--- src/rtl/arinc429_rx_if.sv ---
// ARINC-429 RX channel bus: line comparator legs in, assembled words and strobes out.
interface arinc429_rx_if;
    logic        rx_en;
    logic        speed_hi;
    logic        line_hi;
    logic        line_lo;
    logic [31:0] rx_word;
    logic        rx_valid;
    logic        rx_par_err;
    logic        rx_frm_err;

    // Driver of the line / consumer of words
    modport master (
        output rx_en, speed_hi, line_hi, line_lo,
        input  rx_word, rx_valid, rx_par_err, rx_frm_err
    );

    // Deserializer side
    modport slave (
        input  rx_en, speed_hi, line_hi, line_lo,
        output rx_word, rx_valid, rx_par_err, rx_frm_err
    );
endinterface

--- src/rtl/arinc429_rx_deser.sv ---
// ARINC-429 receive deserializer: synchronizes and filters the HI/LO comparator legs,
// decodes RZ bipolar bits and assembles 32-bit words with parity and framing flags.
module arinc429_rx_deser #(
    parameter int unsigned FILT_LEN = 4,
    parameter int unsigned TOUT_HS  = 1000,
    parameter int unsigned TOUT_LS  = 8000,
    parameter int unsigned TW       = 16
) (
    input  logic          clk,
    input  logic          rst_n,
    arinc429_rx_if.slave  bus
);

    localparam int unsigned CW = $clog2(FILT_LEN + 1);
    localparam int unsigned BW = 6;

    typedef enum logic [1:0] {
        ST_SYNC    = 2'd0,
        ST_IDLE    = 2'd1,
        ST_ACTIVE  = 2'd2,
        ST_BITNULL = 2'd3
    } state_t;

    state_t          state, state_nxt;
    logic [1:0]      hi_sync, lo_sync;
    logic [1:0]      sync_pair, cand, filt, filt_d;
    logic [CW-1:0]   run_cnt, run_nxt;
    logic [TW-1:0]   timer, tout;
    logic [BW-1:0]   bit_cnt;
    logic [31:0]     word;
    logic [31:0]     rx_word_q;
    logic            rx_valid_q, rx_par_err_q, rx_frm_err_q;
    logic            is_null, is_ill, is_bit, chg, timeout;
    logic            frm_c, done_c, store_c;

    assign sync_pair = {hi_sync[1], lo_sync[1]};
    assign is_null   = (filt == 2'b00);
    assign is_ill    = (filt == 2'b11);
    assign is_bit    = (filt == 2'b10) || (filt == 2'b01);
    assign chg       = (filt != filt_d);
    assign tout      = bus.speed_hi ? TW'(TOUT_HS) : TW'(TOUT_LS);
    assign timeout   = (timer >= (tout - TW'(1)));

    // Two-flop synchronizer per comparator leg
    always_ff @(posedge clk or negedge rst_n) begin
        if (!rst_n) begin
            hi_sync <= 2'b00;
            lo_sync <= 2'b00;
        end else begin
            hi_sync <= {hi_sync[0], bus.line_hi};
            lo_sync <= {lo_sync[0], bus.line_lo};
        end
    end

    // Length of the current run of identical synchronized samples, saturating at FILT_LEN
    always_comb begin
        run_nxt = CW'(1);
        if (sync_pair == cand) begin
            run_nxt = (run_cnt >= CW'(FILT_LEN)) ? run_cnt : run_cnt + CW'(1);
        end
    end

    // Glitch filter: accept a new line state once it has been stable FILT_LEN samples
    always_ff @(posedge clk or negedge rst_n) begin
        if (!rst_n) begin
            cand    <= 2'b00;
            run_cnt <= '0;
            filt    <= 2'b00;
            filt_d  <= 2'b00;
        end else begin
            cand    <= sync_pair;
            run_cnt <= run_nxt;
            if (run_nxt >= CW'(FILT_LEN)) begin
                filt <= sync_pair;
            end
            filt_d  <= filt;
        end
    end

    // FSM state register
    always_ff @(posedge clk or negedge rst_n) begin
        if (!rst_n) begin
            state <= ST_SYNC;
        end else begin
            state <= state_nxt;
        end
    end

    // FSM next-state logic
    always_comb begin
        state_nxt = state;
        case (state)
            ST_SYNC: begin
                if (is_null && timeout) state_nxt = ST_IDLE;
            end
            ST_IDLE: begin
                if (is_ill)      state_nxt = ST_SYNC;
                else if (is_bit) state_nxt = ST_ACTIVE;
            end
            ST_ACTIVE: begin
                if (is_ill)                 state_nxt = ST_SYNC;
                else if (is_null)           state_nxt = (bit_cnt == BW'(32)) ? ST_IDLE : ST_BITNULL;
                else if (chg || timeout)    state_nxt = ST_SYNC;
            end
            ST_BITNULL: begin
                if (is_ill)       state_nxt = ST_SYNC;
                else if (is_bit)  state_nxt = ST_ACTIVE;
                else if (timeout) state_nxt = ST_IDLE;
            end
            default: state_nxt = ST_SYNC;
        endcase
        if (!bus.rx_en) state_nxt = ST_SYNC;
    end

    // FSM action decode: bit store, word completion and framing abort
    always_comb begin
        frm_c   = 1'b0;
        done_c  = 1'b0;
        store_c = 1'b0;
        case (state)
            ST_IDLE: begin
                store_c = is_bit;
            end
            ST_ACTIVE: begin
                if (is_ill)                 frm_c  = 1'b1;
                else if (is_null)           done_c = (bit_cnt == BW'(32));
                else if (chg || timeout)    frm_c  = 1'b1;
            end
            ST_BITNULL: begin
                if (is_bit)                     store_c = 1'b1;
                else if (is_ill || timeout)     frm_c   = 1'b1;
            end
            default: ;
        endcase
        if (!bus.rx_en) begin
            frm_c   = 1'b0;
            done_c  = 1'b0;
            store_c = 1'b0;
        end
    end

    // Shift register, bit counter and gap/bit timer
    always_ff @(posedge clk or negedge rst_n) begin
        if (!rst_n) begin
            word    <= '0;
            bit_cnt <= '0;
            timer   <= '0;
        end else if (!bus.rx_en) begin
            bit_cnt <= '0;
            timer   <= '0;
        end else begin
            if (store_c) begin
                word[bit_cnt[4:0]] <= filt[1];
                bit_cnt            <= bit_cnt + BW'(1);
            end else if (state_nxt == ST_IDLE || state_nxt == ST_SYNC) begin
                bit_cnt <= '0;
            end
            if (state_nxt != state || chg || (state == ST_SYNC && !is_null)) begin
                timer <= '0;
            end else if (timer != {TW{1'b1}}) begin
                timer <= timer + TW'(1);
            end
        end
    end

    // Registered word output and one-cycle strobes
    always_ff @(posedge clk or negedge rst_n) begin
        if (!rst_n) begin
            rx_word_q    <= '0;
            rx_valid_q   <= 1'b0;
            rx_par_err_q <= 1'b0;
            rx_frm_err_q <= 1'b0;
        end else begin
            rx_valid_q   <= done_c;
            rx_par_err_q <= done_c & ~(^word);
            rx_frm_err_q <= frm_c;
            if (done_c) begin
                rx_word_q <= word;
            end
        end
    end

    assign bus.rx_word    = rx_word_q;
    assign bus.rx_valid   = rx_valid_q;
    assign bus.rx_par_err = rx_par_err_q;
    assign bus.rx_frm_err = rx_frm_err_q;

endmodule

--- src/flat_wrapper.sv ---
// flat-port wrapper written by rule: the top's interface ports become plain ports
module arinc429_rx_deser_flat 
#(
    parameter int unsigned FILT_LEN = 4,
    parameter int unsigned TOUT_HS  = 1000,
    parameter int unsigned TOUT_LS  = 8000,
    parameter int unsigned TW       = 16
)
  (clk, rst_n, bus_rx_en, bus_speed_hi, bus_line_hi, bus_line_lo, bus_rx_word, bus_rx_valid, bus_rx_par_err, bus_rx_frm_err);
  arinc429_rx_if bus_i ();
  input  logic clk;
  input  logic rst_n;
  input wire logic [$bits(bus_i.rx_en)-1:0] bus_rx_en;
  input wire logic [$bits(bus_i.speed_hi)-1:0] bus_speed_hi;
  input wire logic [$bits(bus_i.line_hi)-1:0] bus_line_hi;
  input wire logic [$bits(bus_i.line_lo)-1:0] bus_line_lo;
  output wire logic [$bits(bus_i.rx_word)-1:0] bus_rx_word;
  output wire logic [$bits(bus_i.rx_valid)-1:0] bus_rx_valid;
  output wire logic [$bits(bus_i.rx_par_err)-1:0] bus_rx_par_err;
  output wire logic [$bits(bus_i.rx_frm_err)-1:0] bus_rx_frm_err;
  assign bus_i.rx_en = bus_rx_en;
  assign bus_i.speed_hi = bus_speed_hi;
  assign bus_i.line_hi = bus_line_hi;
  assign bus_i.line_lo = bus_line_lo;
  assign bus_rx_word = bus_i.rx_word;
  assign bus_rx_valid = bus_i.rx_valid;
  assign bus_rx_par_err = bus_i.rx_par_err;
  assign bus_rx_frm_err = bus_i.rx_frm_err;
  arinc429_rx_deser #(.FILT_LEN(FILT_LEN), .TOUT_HS(TOUT_HS), .TOUT_LS(TOUT_LS), .TW(TW)) u_core (.clk(clk), .rst_n(rst_n), .bus(bus_i));
endmodule
--- config.mk ---
export PLATFORM = sky130hd
export DESIGN_NAME = arinc429_rx_deser_flat
export DESIGN_NICKNAME = d
export VERILOG_FILES = /design/src/rtl/arinc429_rx_if.sv /design/src/rtl/arinc429_rx_deser.sv /design/src/flat_wrapper.sv
export SDC_FILE = /design/constraint.sdc
export NUM_CORES = 1
export LEC_CHECK = 0
export CORE_MARGIN = 2
export CORE_UTILIZATION = 52
export DETAILED_ROUTE_END_ITERATION = 16
export PLACE_DENSITY = 0.75
export SLEW_MARGIN = 0
export SYNTH_ARGS = -nofsm -noshare
export SYNTH_HDL_FRONTEND = slang
export SYNTH_SLANG_ARGS = --single-unit
--- constraint.sdc ---
create_clock -name clk -period 2.3 [get_ports clk]
set_input_delay 0.23 -clock clk [delete_from_list [all_inputs] [get_ports clk]]
set_output_delay 0.23 -clock clk [all_outputs]
set_load 0.005 [all_outputs]
Word level (Yosys, flattened, before mapping):

Index checks and enable logic that the tools add are counted.

* bits in registers: 104

* reductions and logical operators: 15
* bitwise operators: 2
* add/subtract/negate cells: 4
* $lt $le $gt $ge: 5
* equality and inequality tests: 14
* mux-type cells: 38

Operators by type and width (count)
* $mux 16: 3
* $bwmux 32: 1
* $reduce_xor 32->1: 1
* $mux 2: 11
* $mux 6: 3
* $add 16x1->16 const B: 1
* $ge 16x16->1: 1
* $ne 16x16->1 const B: 1
* $sub 16x1->16 const B: 1
* $mux 1: 13
* $mux 13: 1
* $eq 2x2->1 const B: 4
* $pmux 2 s4: 1
* $add 6x1->6 const B: 1
* $eq 2x1->1 const B: 3
* $eq 6x6->1 const B: 1
* $ge 3x3->1 const B: 2
* $logic_not 2->1: 3
* $logic_or 1x1->1: 6
* $lt 5x6->1 const B: 1
* $mux 3: 2
* $ne 3x1->1 const B: 2
* $demux 1 s5: 1
* $ge 5x1->1 const B: 1
* other kinds (9): 13

Depth between registers and ports, before layout:

* depth in word-level cells: 14
* gate-level depth with buffers: 9
* gate-level depth less buffers: 8

Worst setup path before layout:

Ideal clock, no wire load.

* path kind: reg2reg
* from: register u_core.filt[1]
* to: register u_core.timer[10]
* slack: 170 ps
* stages on the path, launching flop included: 10
* period minus slack after synthesis: 2130 ps
* data arrival time: 2050 ps
* library setup time: 80 ps
* cells stage by stage: dfrtp_1 -> clkinv_1 -> clkbuf_1 -> ha_1 -> nand3_1 -> nor2_4 -> nor4_1 -> a221oi_4 -> buf_6 -> nor3_2

* cells in the longest elaborated chain, start to end: 12
* elaborated cells between the ends (all ways): 26
* classes of those cells: 6 x eq/ne; 12 x mux; 8 x reduce/logical

RTL lines
* start, declared: line arinc429_rx_deser.sv:26 `logic [1:0] sync_pair, cand, filt, filt_d;`
* start signal, assigned: line arinc429_rx_deser.sv:74 `filt <= sync_pair;`
* $ne 2x2->1: line arinc429_rx_deser.sv:40 `assign chg = (filt != filt_d);`
* $logic_or 1x1->1: line arinc429_rx_deser.sv:103 `else if (chg || timeout) state_nxt = ST_SYNC;`
* $mux 2: line arinc429_rx_deser.sv:103
* $mux 2: line arinc429_rx_deser.sv:102 `else if (is_null) state_nxt = (bit_cnt == BW'(32)) ? ST_IDLE : ST_BITNULL;`
* $mux 2: line arinc429_rx_deser.sv:101 `if (is_ill) state_nxt = ST_SYNC;`
* $pmux 2 s4: line arinc429_rx_deser.sv:92 `case (state)`
* $mux 2: line arinc429_rx_deser.sv:112 `if (!bus.rx_en) state_nxt = ST_SYNC;`
* $ne 2x2->1: line arinc429_rx_deser.sv:158 `if (state_nxt != state || chg || (state == ST_SYNC && !is_null)) begin`
* $logic_or 1x1->1: line arinc429_rx_deser.sv:158
* $logic_or 1x1->1 (*): line arinc429_rx_deser.sv:158
* $mux 16: line arinc429_rx_deser.sv:158
* $mux 16: line arinc429_rx_deser.sv:148 `end else if (!bus.rx_en) begin`
* end signal, assigned: line arinc429_rx_deser.sv:161 `timer <= timer + TW'(1);`
* end, declared: line arinc429_rx_deser.sv:28 `logic [TW-1:0] timer, tout;`

Every way passes the cells marked *; elsewhere a longest branch is shown, timed or not.
A chain may end at the register's enable or synchronous reset.

Worst setup path in the final report:

* from: input bus_speed_hi
* to: register u_core.timer[6]

* cells in the longest elaborated chain, start to end: 14
* elaborated cells between the ends (all ways): 20
* classes of those cells: 1 x add/sub; 1 x order compare; 2 x eq/ne; 12 x mux; 4 x reduce/logical

RTL lines
* start, declared: line flat_wrapper.sv:14 `input wire logic [$bits(bus_i.speed_hi)-1:0] bus_speed_hi;`
* $mux 13 (*): line arinc429_rx_deser.sv:41 `assign tout = bus.speed_hi ? TW'(TOUT_HS) : TW'(TOUT_LS);`
* $sub 16x1->16 (*): line arinc429_rx_deser.sv:42 `assign timeout = (timer >= (tout - TW'(1)));`
* $ge 16x16->1 (*): line arinc429_rx_deser.sv:42
* $logic_or 1x1->1: line arinc429_rx_deser.sv:103
* $mux 2: line arinc429_rx_deser.sv:103
* $mux 2: line arinc429_rx_deser.sv:102
* $mux 2: line arinc429_rx_deser.sv:101
* $pmux 2 s4 (*): line arinc429_rx_deser.sv:92
* $mux 2 (*): line arinc429_rx_deser.sv:112
* $ne 2x2->1 (*): line arinc429_rx_deser.sv:158
* $logic_or 1x1->1 (*) (2 in a row): line arinc429_rx_deser.sv:158
* $mux 16: line arinc429_rx_deser.sv:158
* $mux 16: line arinc429_rx_deser.sv:148

Marked as above.

==> impl_metrics.tcl <==
set metrics [dict create \
    outcome "complete, no violations" \
    setup_ws_ns 0.05648 \
    synth.net_count 473 \
    dp_slack_ns -0.2946 \
    setup_viol 0 \
    cp-end-kind "flop" \
    synth_edf_count 0 \
    root_buffer "clkbuf_8" \
    clock_sinks 104 \
    nets 528 \
    wl_met2_mm 4.888 \
    hold_path_class "primary input to flop" \
    die_area_um2 10540 \
    die_w_um 102.7 \
    netlist_area_um2 5062 \
    drt-total-wl_mm 9.785 \
    clock_latency_ns 0.37 \
    track_usage_pct 19.97 \
    clk_path_buf_depth 2 \
    maxCapViolations 0 \
    port_buffers 40 \
    period_needed_ns 2.244 \
    dieHeight_um 102.7 \
    synthCells 451 \
    numCtsBuffers 9 \
    p_per_area_nw_per_um2 608.7 \
    pwr-share-comb_pct 15.1 \
    drc 0 \
    tightest_slew_ns 0.5199 \
    wirelength_met1_mm 4.362 \
    top_layer_used "met4" \
    vias 3524 \
    ios 41 \
    yosysSeqAreaShare_pct 51.41 \
    core_um2 9594 \
    synth_seq_cells 104 \
    finalHoldViolCount 0 \
    h-tree-depth 3 \
    vdd_ir_drop_max_mv 0.4598 \
    period_share_pct 97.54 \
    worst_ep_arrival_time_ns 2.50 \
    crit_type "primary input to flop" \
    dpl.hpwl_mm 6.758 \
    drt_iter0_markers 117 \
    antenna_cells 0 \
    switchingPower_w 0.001058 \
    rsz0062_at_grt "true" \
    antenna_found_initial 0 \
    ant_nets 0 \
    start_util_pct 52.76 \
    rows 36 \
    clkPwrFrac_pct 31.9 \
    crit_fanout 8 \
    yosysWarnings 0 \
    path_clk_slew_ns 0.10 \
    avgSynthCellArea_um2 11.22 \
    max_freq_mhz 445.7 \
    drive_above_1_share_pct 19.37 \
    finClkSkew_ns 0.01535 \
    required_ns 2.56 \
    startpoint_type "primary input" \
    synthArstFlopShare_pct 100.0 \
    synth.distinct_cells 49 \
    via_per_inst 5.472 \
    drt_pass1_iterations 4 \
    dr_wl_met3_um 263 \
    wl_per_cell_um 15.19 \
    tritoncts "built" \
    power_frac_seq_pct 52.9 \
    synthTopCellsByArea "dfrtp_1 51%, xnor2_1 7.1%, mux2_2 6.9%" \
    grt_max_degree 46 \
    area_delta_synth_final_pct 18.29 \
    grt_pass1_vias 3452 \
    leakage_nw 2.601 \
    slew_violations 0 \
    yosys.area.top_type_share_pct 51.41 \
    synthFlopType "dfrtp_1" \
    p_int_w 0.002587 \
    synth_top_cell_by_area "dfrtp_1" \
    grt_pass1_wl_mm 16.44 \
    swShare_pct 29.01 \
    overflow 0 \
    globalplace.congestion 0.8320 \
    maxSlewHeadroom_pct 65.34 \
    fin_cells 644 \
    dp.cells 625 \
]
## sequential cells by signal, indices dropped and copies added, names as in the netlist, 3 cells and up
register / count
u_core.bit_cnt: 6
u_core.word: 32
u_core.bus.rx_word: 32
u_core.timer: 16
u_core.run_cnt: 3
## logic make-up after synthesis
| family | after synthesis | synth area share [%] |
|---|---|---|
| AND/OR/NAND/NOR | 136 | 14.66 |
| flip-flops | 104 | 51.41 |
| AO/OA/AOI/OAI | 80 | 10.58 |
| XOR/XNOR | 50 | 8.651 |
| multiplexers | 36 | 7.909 |
| buffers and inverters | 29 | 2.842 |
| adder cells (fa/ha/maj) | 16 | 3.954 |
## routing by layer
layer,global-route usage (%),up-vias
met4,9.949,0
met2,32.18,69
li1,-,1699
met1,26.34,1734
met5,0,-
met3,3.186,22
## power by group through the flow
stage | Combinational (W) | Sequential, W | Clock, W
3_5_place_dp | 0.000511 | 0.00197 | 0
3_3_place_gp | 0.000496 | 0.00196 | 0
6_report | 0.000552 | 0.00193 | 0.00116
2_1_floorplan | 0.000387 | 0.00195 | 0
4_1_cts | 0.000516 | 0.00193 | 0.00120
5_1_grt | 0.000616 | 0.00194 | 0.00127
## worst paths after layout
check / cells after the start / slack (ns) / to / from
worst max register to register: 8 / 0.08 / u_core.timer[6] / u_core.timer[12]
worst max-delay path: 10 / 0.06 / u_core.timer[6] / bus_speed_hi
worst min-delay path: 1 / 0.29 / u_core.hi_sync[0] / bus_line_hi
max in group asynchronous: 3 / 1.28 / u_core.bus.rx_word[5] / rst_n
min in group asynchronous: 2 / 0.36 / u_core.word[22] / rst_n
worst min register to register: 0 / 0.36 / u_core.hi_sync[1] / u_core.hi_sync[0]
## stage by stage
stage / total power (W) / TNS [ns] / area, um^2 / util [%] / hold WS (ns)
3_5_place_dp: 0.002478 / -5.862 / 5692 / 59.32 / 0.2419
2_1_floorplan: 0.002341 / 0 / 5062 / - / -0.06559
4_1_cts: 0.003643 / 0 / 5904 / 61.54 / 0.2737
6_report: 0.003645 / 0 / 5988 / 62.42 / 0.2858
3_3_place_gp: 0.002458 / -3.276 / 5692 / 59.32 / 0.2361
5_1_grt: 0.003833 / -0.1719 / 5988 / 62.42 / 0.2692
## synthesized netlist by cell type (3+ instances only)
cell,number
dfrtp_1,104
a31oi_1,4
nor3b_1,3
buf_2,4
nor2_1,25
xnor2_1,41
nand3b_1,3
ha_1,16
and3_1,3
o21ai_0,41
o31ai_1,20
nand2_1,35
clkbuf_1,10
xor2_1,9
nand4_1,4
inv_1,10
nand3_1,32
mux2_2,31
mux2i_1,4
nor3_2,11
nor3_1,7
## critical path, cell delays in order
cell and delay, ns:
clkdlybuf4s50_1 0.43, buf_4 0.17, ha_1 0.31, nand3_1 0.09, nor2_1 0.18, o31ai_4 0.14
a31o_4 0.26, a221oi_4 0.38, clkbuf_16 0.24, nor3_2 0.05
## final cells by class
type | instances | area, um^2
Fill cell | 790 | 3606
Sequential cell | 104 | 2604
Multi-Input combinational cell | 318 | 2366
Timing Repair Buffer | 62 | 608.1
Tap cell | 133 | 166.4
Clock buffer | 9 | 123.9
Clock inverter | 7 | 78.83
Inverter | 11 | 41.29
## layout by cell type, fill, tap and decap left out, drive strengths merged, types with 3 or more instances in the layout
cell and count:
a21oi 3, a31o 3, a31oi 4, and3 3
buf 21, clkbuf 10, clkdlybuf4s50 39, clkinv 3
dfrtp 104, ha 16, inv 12, mux2 32
mux2i 4, nand2 35, nand3 33, nand3b 3
nand4 6, nor2 26, nor3 18, nor3b 3
o21ai 41, o31ai 21, xnor2 41, xor2 9
## repair_timing
item | CTS | global route
hold buffers | 1 | 0
setup endpoints to repair | 0 | 22
hold endpoints to repair | 38 | 0
buffers inserted | 0 | 2
resized for setup | 0 | 9
Power figures use the tool's default switching activity.
